===== src/rtl/keypad_pkg.sv =====
// Shared types and helpers for the 4x4 keypad scanner.
package keypad_pkg;

   localparam int unsigned KEY_W    = 4;
   localparam int unsigned NUM_COLS = 4;

   typedef enum logic [1:0] {
      IDLE,
      CONFIRM,
      HELD,
      RELEASE
   } state_t;

   typedef enum logic [1:0] {
      NONE,
      KEY,
      MULTI
   } summary_t;

   function automatic logic [KEY_W-1:0] key_code(input logic [1:0] row, input logic [1:0] col);
      return {row, col};
   endfunction

endpackage


===== src/rtl/keypad_col_scanner.sv =====
// Column strobe, row synchronizer and per-frame accumulator for a 4x4 keypad.
module keypad_col_scanner
   import keypad_pkg::*;
#(
   parameter int unsigned SCAN_CLK_N = 15
) (
   input  logic             i_clk,
   input  logic             i_reset,
   input  logic [3:0]       i_row_n,
   output logic [3:0]       o_col_n,
   output logic             o_frame_done,
   output summary_t         o_summary,
   output logic [KEY_W-1:0] o_frame_key
);

   logic [3:0]            row_s1;
   logic [3:0]            row_s2;
   logic [SCAN_CLK_N-1:0] div;
   logic [1:0]            col;
   logic                  tick;
   logic [1:0]            acc_cnt;
   logic [KEY_W-1:0]      acc_code;
   logic [1:0]            hits;
   logic [KEY_W-1:0]      code;

   assign tick    = &div;
   assign o_col_n = ~(4'b0001 << col);

   // Fold the current column's rows into the running frame totals; count saturates at 2.
   always_comb begin
      hits = acc_cnt;
      code = acc_code;
      for (int unsigned r = 0; r < 4; r++) begin
         if (!row_s2[r]) begin
            if (hits != 2'd2) begin
               hits = hits + 2'd1;
            end
            code = key_code(2'(r), col);
         end
      end
   end

   always_ff @(posedge i_clk) begin
      if (i_reset) begin
         row_s1       <= '1;
         row_s2       <= '1;
         div          <= '0;
         col          <= '0;
         acc_cnt      <= '0;
         acc_code     <= '0;
         o_frame_done <= 1'b0;
         o_summary    <= NONE;
         o_frame_key  <= '0;
      end else begin
         row_s1       <= i_row_n;
         row_s2       <= row_s1;
         div          <= div + 1'b1;
         o_frame_done <= 1'b0;
         if (tick) begin
            col <= col + 2'd1;
            if (col == 2'd3) begin
               o_frame_done <= 1'b1;
               o_frame_key  <= code;
               case (hits)
                  2'd0:    o_summary <= NONE;
                  2'd1:    o_summary <= KEY;
                  default: o_summary <= MULTI;
               endcase
               acc_cnt  <= '0;
               acc_code <= '0;
            end else begin
               acc_cnt  <= hits;
               acc_code <= code;
            end
         end
      end
   end

endmodule


===== src/rtl/keypad_4x4_scan.sv =====
// 4x4 keypad scanner: frame-based debounce FSM with a one-entry valid/ready output buffer.
module keypad_4x4_scan
   import keypad_pkg::*;
#(
   parameter int unsigned SCAN_CLK_N     = 15,
   parameter int unsigned DEBOUNCE_SCANS = 4
) (
   input  logic       i_clk,
   input  logic       i_reset,
   input  logic [3:0] i_row_n,
   output logic [3:0] o_col_n,
   output logic [3:0] o_key,
   output logic       o_key_valid,
   input  logic       i_key_ready,
   output logic       o_pressed,
   output logic       o_overrun
);

   localparam logic [3:0] DEB = 4'(DEBOUNCE_SCANS);

   logic             frame_done;
   summary_t         summary;
   logic [KEY_W-1:0] frame_key;

   state_t           state;
   state_t           state_nx;
   logic [3:0]       cnt;
   logic [3:0]       cnt_nx;
   logic [KEY_W-1:0] cand;
   logic [KEY_W-1:0] cand_nx;
   logic             emit;
   logic             handshake;

   keypad_col_scanner #(
      .SCAN_CLK_N (SCAN_CLK_N)
   ) u_scanner (
      .i_clk        (i_clk),
      .i_reset      (i_reset),
      .i_row_n      (i_row_n),
      .o_col_n      (o_col_n),
      .o_frame_done (frame_done),
      .o_summary    (summary),
      .o_frame_key  (frame_key)
   );

   always_ff @(posedge i_clk) begin
      if (i_reset) begin
         state <= IDLE;
         cnt   <= '0;
         cand  <= '0;
      end else begin
         state <= state_nx;
         cnt   <= cnt_nx;
         cand  <= cand_nx;
      end
   end

   always_comb begin
      state_nx = state;
      cnt_nx   = cnt;
      cand_nx  = cand;
      emit     = 1'b0;
      if (frame_done) begin
         unique case (state)
            IDLE: begin
               if (summary == KEY) begin
                  cand_nx = frame_key;
                  if (DEB <= 4'd1) begin
                     emit     = 1'b1;
                     state_nx = HELD;
                  end else begin
                     cnt_nx   = 4'd1;
                     state_nx = CONFIRM;
                  end
               end
            end
            CONFIRM: begin
               if (summary == KEY) begin
                  if (frame_key == cand) begin
                     cnt_nx = cnt + 4'd1;
                     if (cnt + 4'd1 >= DEB) begin
                        emit     = 1'b1;
                        state_nx = HELD;
                     end
                  end else begin
                     cand_nx = frame_key;
                     cnt_nx  = 4'd1;
                  end
               end else begin
                  cnt_nx   = '0;
                  state_nx = IDLE;
               end
            end
            HELD: begin
               if (summary == NONE) begin
                  cnt_nx   = 4'd1;
                  state_nx = RELEASE;
               end
            end
            RELEASE: begin
               if (summary == NONE) begin
                  cnt_nx = cnt + 4'd1;
                  if (cnt + 4'd1 >= DEB) begin
                     cnt_nx   = '0;
                     state_nx = IDLE;
                  end
               end else begin
                  state_nx = HELD;
               end
            end
            default: begin
               cnt_nx   = '0;
               state_nx = IDLE;
            end
         endcase
      end
   end

   assign handshake = o_key_valid & i_key_ready;

   // A same-cycle handshake frees the slot, so an emit then replaces the code instead of overrunning.
   always_ff @(posedge i_clk) begin
      if (i_reset) begin
         o_key       <= '0;
         o_key_valid <= 1'b0;
         o_overrun   <= 1'b0;
      end else if (emit) begin
         if (!o_key_valid || i_key_ready) begin
            o_key       <= cand_nx;
            o_key_valid <= 1'b1;
         end else begin
            o_overrun   <= 1'b1;
         end
      end else if (handshake) begin
         o_key_valid <= 1'b0;
      end
   end

   assign o_pressed = (state == HELD) || (state == RELEASE);

endmodule


===== config.mk =====
export PLATFORM = sky130hd
export DESIGN_NAME = keypad_4x4_scan
export DESIGN_NICKNAME = d
export VERILOG_FILES = /design/src/rtl/keypad_pkg.sv /design/src/rtl/keypad_col_scanner.sv /design/src/rtl/keypad_4x4_scan.sv
export SDC_FILE = /design/constraint.sdc
export NUM_CORES = 1
export LEC_CHECK = 0
export BUFFER_PORTS_ARGS = -buffer_cell sky130_fd_sc_hd__clkbuf_2
export CAP_MARGIN = 0
export CORE_ASPECT_RATIO = 1.4
export CORE_MARGIN = 4
export CORE_UTILIZATION = 60
export DETAILED_ROUTE_END_ITERATION = 8
export PLACE_DENSITY = 0.88
export REMOVE_ABC_BUFFERS = 1
export SYNTH_ARGS = -nofsm -noshare
export SYNTH_HDL_FRONTEND = slang
export SYNTH_HIERARCHICAL = 1
export SYNTH_SLANG_ARGS = --single-unit
export TNS_END_PERCENT = 100

===== constraint.sdc =====
create_clock -name i_clk -period 5.3 [get_ports i_clk]
set_input_delay 0.265 -clock i_clk [delete_from_list [all_inputs] [get_ports i_clk]]
set_output_delay 0.265 -clock i_clk [all_outputs]
set_load 0.005 [all_outputs]

==> flow_summary.yaml <==
floorplanning:
  ios: 18
  initial_core_util: 0.629
  coreArea_mm2: 0.00431
  die-area_mm2: 0.00567
  rows: 28
  die_y_um: 87.5
  fp.dieW_um: 64.8
synth:
  yosys_warnings: 6
  ys_ff_latch: 54
  synth_top_area_frac: 0.399
  syn_inst: 299
  synth_cell_types: 56
  synth_area_per_cell_um2: 9.06
  seq_area_frac_synth: 0.399
  synth-edff-count: 0
  syn-cell-area_mm2: 0.00271
  synthMostInstantiatedCell: "dfxtp_1"
  ys_top_cells_by_count: "dfxtp_1 (54), nor2_1 (31), inv_1 (18), a21oi_1 (17), nand2_1 (17)"
  synth_largest_area_cell: "dfxtp_1"
  synth-async-reset-ratio: 0
  synthFlopType: "dfxtp_1"
  ys_top_cells_by_area: "dfxtp_1 (40%), nor2_1 (4.3%), xnor2_1 (4.2%), ha_1 (4.2%), a21oi_1 (3.1%)"
clock_network:
  htreeDepth: 2
  clk_pin_slew_ps: 90
  clk_latency_ps: 300
  post_cts_buffers: 0
  cts-buffers-inserted: 5
  cts_hold_buf: 0
  clockBufferDepth: 2
  ctsResizeCount: 0
  cts_tree: "done"
  cts_root_buffer: "clkbuf_8"
  clock_sinks: 54
worst_hold_path:
  hold_class: "input port to flip-flop"
cells_and_area:
  drive_gt1_frac: 0.187
  regArea_mm2: 0.00108
  fill_cells: 366
  area_delta_synth_final_pct: 7.11
  antenna_cells: 0
  nets: 325
  stdcell_count: 370
  multi_input_comb_area_mm2: 0.00149
  utilization: 0.673
  stdcell_area_mm2: 0.00290
sta:
  period_share: 0.551
  finalClockSkew_ps: 7.58
  rsz0062_at_grt: "no"
  timing.setup.tns_ps: 0
  relSlewSlack: 0.626
  fmax_mhz: 342
  drv_slew: 0
  tightest_slew_ps: 561
  finalSetupViolCount: 0
  hold_violations: 0
  min_period_ps: 2920
global_routing:
  grtUsageTotal: 0.189
  antenna_found_initial: 0
  grt_max_degree: 59
  grt_first_pass_wirelength_um: 8600
  grt_pass1_vias: 1971
  grt_overflow: 0
drt:
  drt-vias-per-instance: 5.51
  wl_per_cell_um: 12.8
  wl_um: 4740
  drc: 0
  wl_met3_um: 156
  firstDrtPassIters: 4
  vias: 2039
  first_iter_violations: 67
  highest_layer: "met4"
  wl_met2_um: 2480
  wl_met1_um: 2050
  ant_nets: 0
worst_setup_path:
  cp.arrival_ps: 3120
  worst-r2r-setup-slack_ps: 2380
  crit_path_max_fanout: 5
  worstSetupEndpointType: "flip-flop"
  critPathSlowestCell: "dfxtp_1"
  cpPeakStageDelay_ps: 390
  worstSetupPathType: "flip-flop to flip-flop"
  path_cells: "inv_1 > ha_1 > or3_1 > a32o_1 > nor2_2 > xor2_1 > inv_1 > ha_1 > mux2_2 > o41ai_1"
  crit_family: "adder cells"
  start_kind: "flip-flop"
  required_ps: 5500
  crit_buf_inv: 2
placed_design:
  dp.cells: 362
  gp_congestion: 0.811
  portBuffers: 17
  place_area_mm2: 0.00281
  dp_hpwl_um: 3280
run_status:
  outcome: "finished clean"
pwr:
  power_mw: 0.680
  p_per_area_mw_per_mm2: 234
  p_leak_nw: 1.13
  peakVddDrop_v: 0.000273
job:
  cap_violations: 0
==> metrics by stage <==
stage / worst slack (ps) / hold slack (ps)
global placement: 2630 / 391
finish: 2380 / 141
global route: 2180 / 119
CTS: 2380 / 128
floorplan: 2690 / 332
detailed placement: 2480 / 393
==> area by class of cell <==
type,count,area share
clock buffer,7,0.0298
clock inverter,1,0.00302
inverter,18,0.0233
multi-input combinational,212,0.514
sequential,54,0.373
tap,60,0.0259
timing repair buffer,18,0.0319
==> flip-flops by register name, summed over array words and instances (netlist names) <==
signal                  cells
u_scanner/acc_cnt           2
u_scanner/col               2
u_scanner/o_frame_done      1
u_scanner/row_s1            4
u_scanner/div              15
cand                        4
u_scanner/o_frame_key       4
o_key_valid                 1
u_scanner/acc_code          4
cnt                         4
o_overrun                   1
u_scanner/o_summary         2
state                       2
o_key                       4
u_scanner/row_s2            4
==> cells by family after synthesis <==
| kind of cell | Yosys count | share of synthesized area |
|---|---|---|
| and+or+nand+nor | 122 | 0.272 |
| DFF | 54 | 0.399 |
| AOI/OAI and AO/OA | 50 | 0.129 |
| buffers and inverters | 33 | 0.0508 |
| xor gates and xnor gates | 22 | 0.0739 |
| muxes | 9 | 0.0337 |
| adders and majority gates | 9 | 0.0416 |
==> final timing paths <==
check                                         to                               from  depth (start not counted)
max          u_scanner/o_summary[0]$_SDFFE_PP0P_  u_scanner/acc_cnt[0]$_SDFFE_PP0P_                         10
min               u_scanner/row_s1[0]$_SDFF_PP1_                         i_row_n[0]                          2
max reg2reg  u_scanner/o_summary[0]$_SDFFE_PP0P_  u_scanner/acc_cnt[0]$_SDFFE_PP0P_                         10
min reg2reg       u_scanner/row_s2[3]$_SDFF_PP1_     u_scanner/row_s1[3]$_SDFF_PP1_                          1
==> placed cells by master (no fill, tap or decap), types with 5 or more instances in the layout <==
cell	synthesis	layout
clkbuf_2	1	17
and3_1	7	7
nor3_2	5	5
a211oi_1	6	6
inv_1	18	18
xnor2_1	13	13
nand3_1	8	8
or3_1	7	7
nand2_1	17	17
xor2_1	8	8
mux2i_1	8	8
ha_1	9	9
a21oi_1	17	17
nor2_1	31	31
dfxtp_1	54	54
a31oi_1	5	5
or2_2	8	8
clkbuf_8	0	6
nor2b_1	6	6
nand4_1	6	6
==> metal layers <==
| layer | vias up | global-route usage |
|---|---|---|
| li1 | 1057 | - |
| met1 | 938 | 0.223 |
| met2 | 40 | 0.338 |
| met3 | 4 | 0.0388 |
| met4 | 0 | 0.0635 |
| met5 | - | 0 |
==> power by group <==
| part | leakage [nW] | internal (mW) | total [mW] | switching [mW] |
|---|---|---|---|---|
| Combinational | 0.645 | 0.0117 | 0.0270 | 0.0153 |
| Sequential | 0.437 | 0.410 | 0.415 | 0.00518 |
| Clock | 0.0489 | 0.108 | 0.238 | 0.130 |
Note: power is estimated with default switching activity, not from simulation.
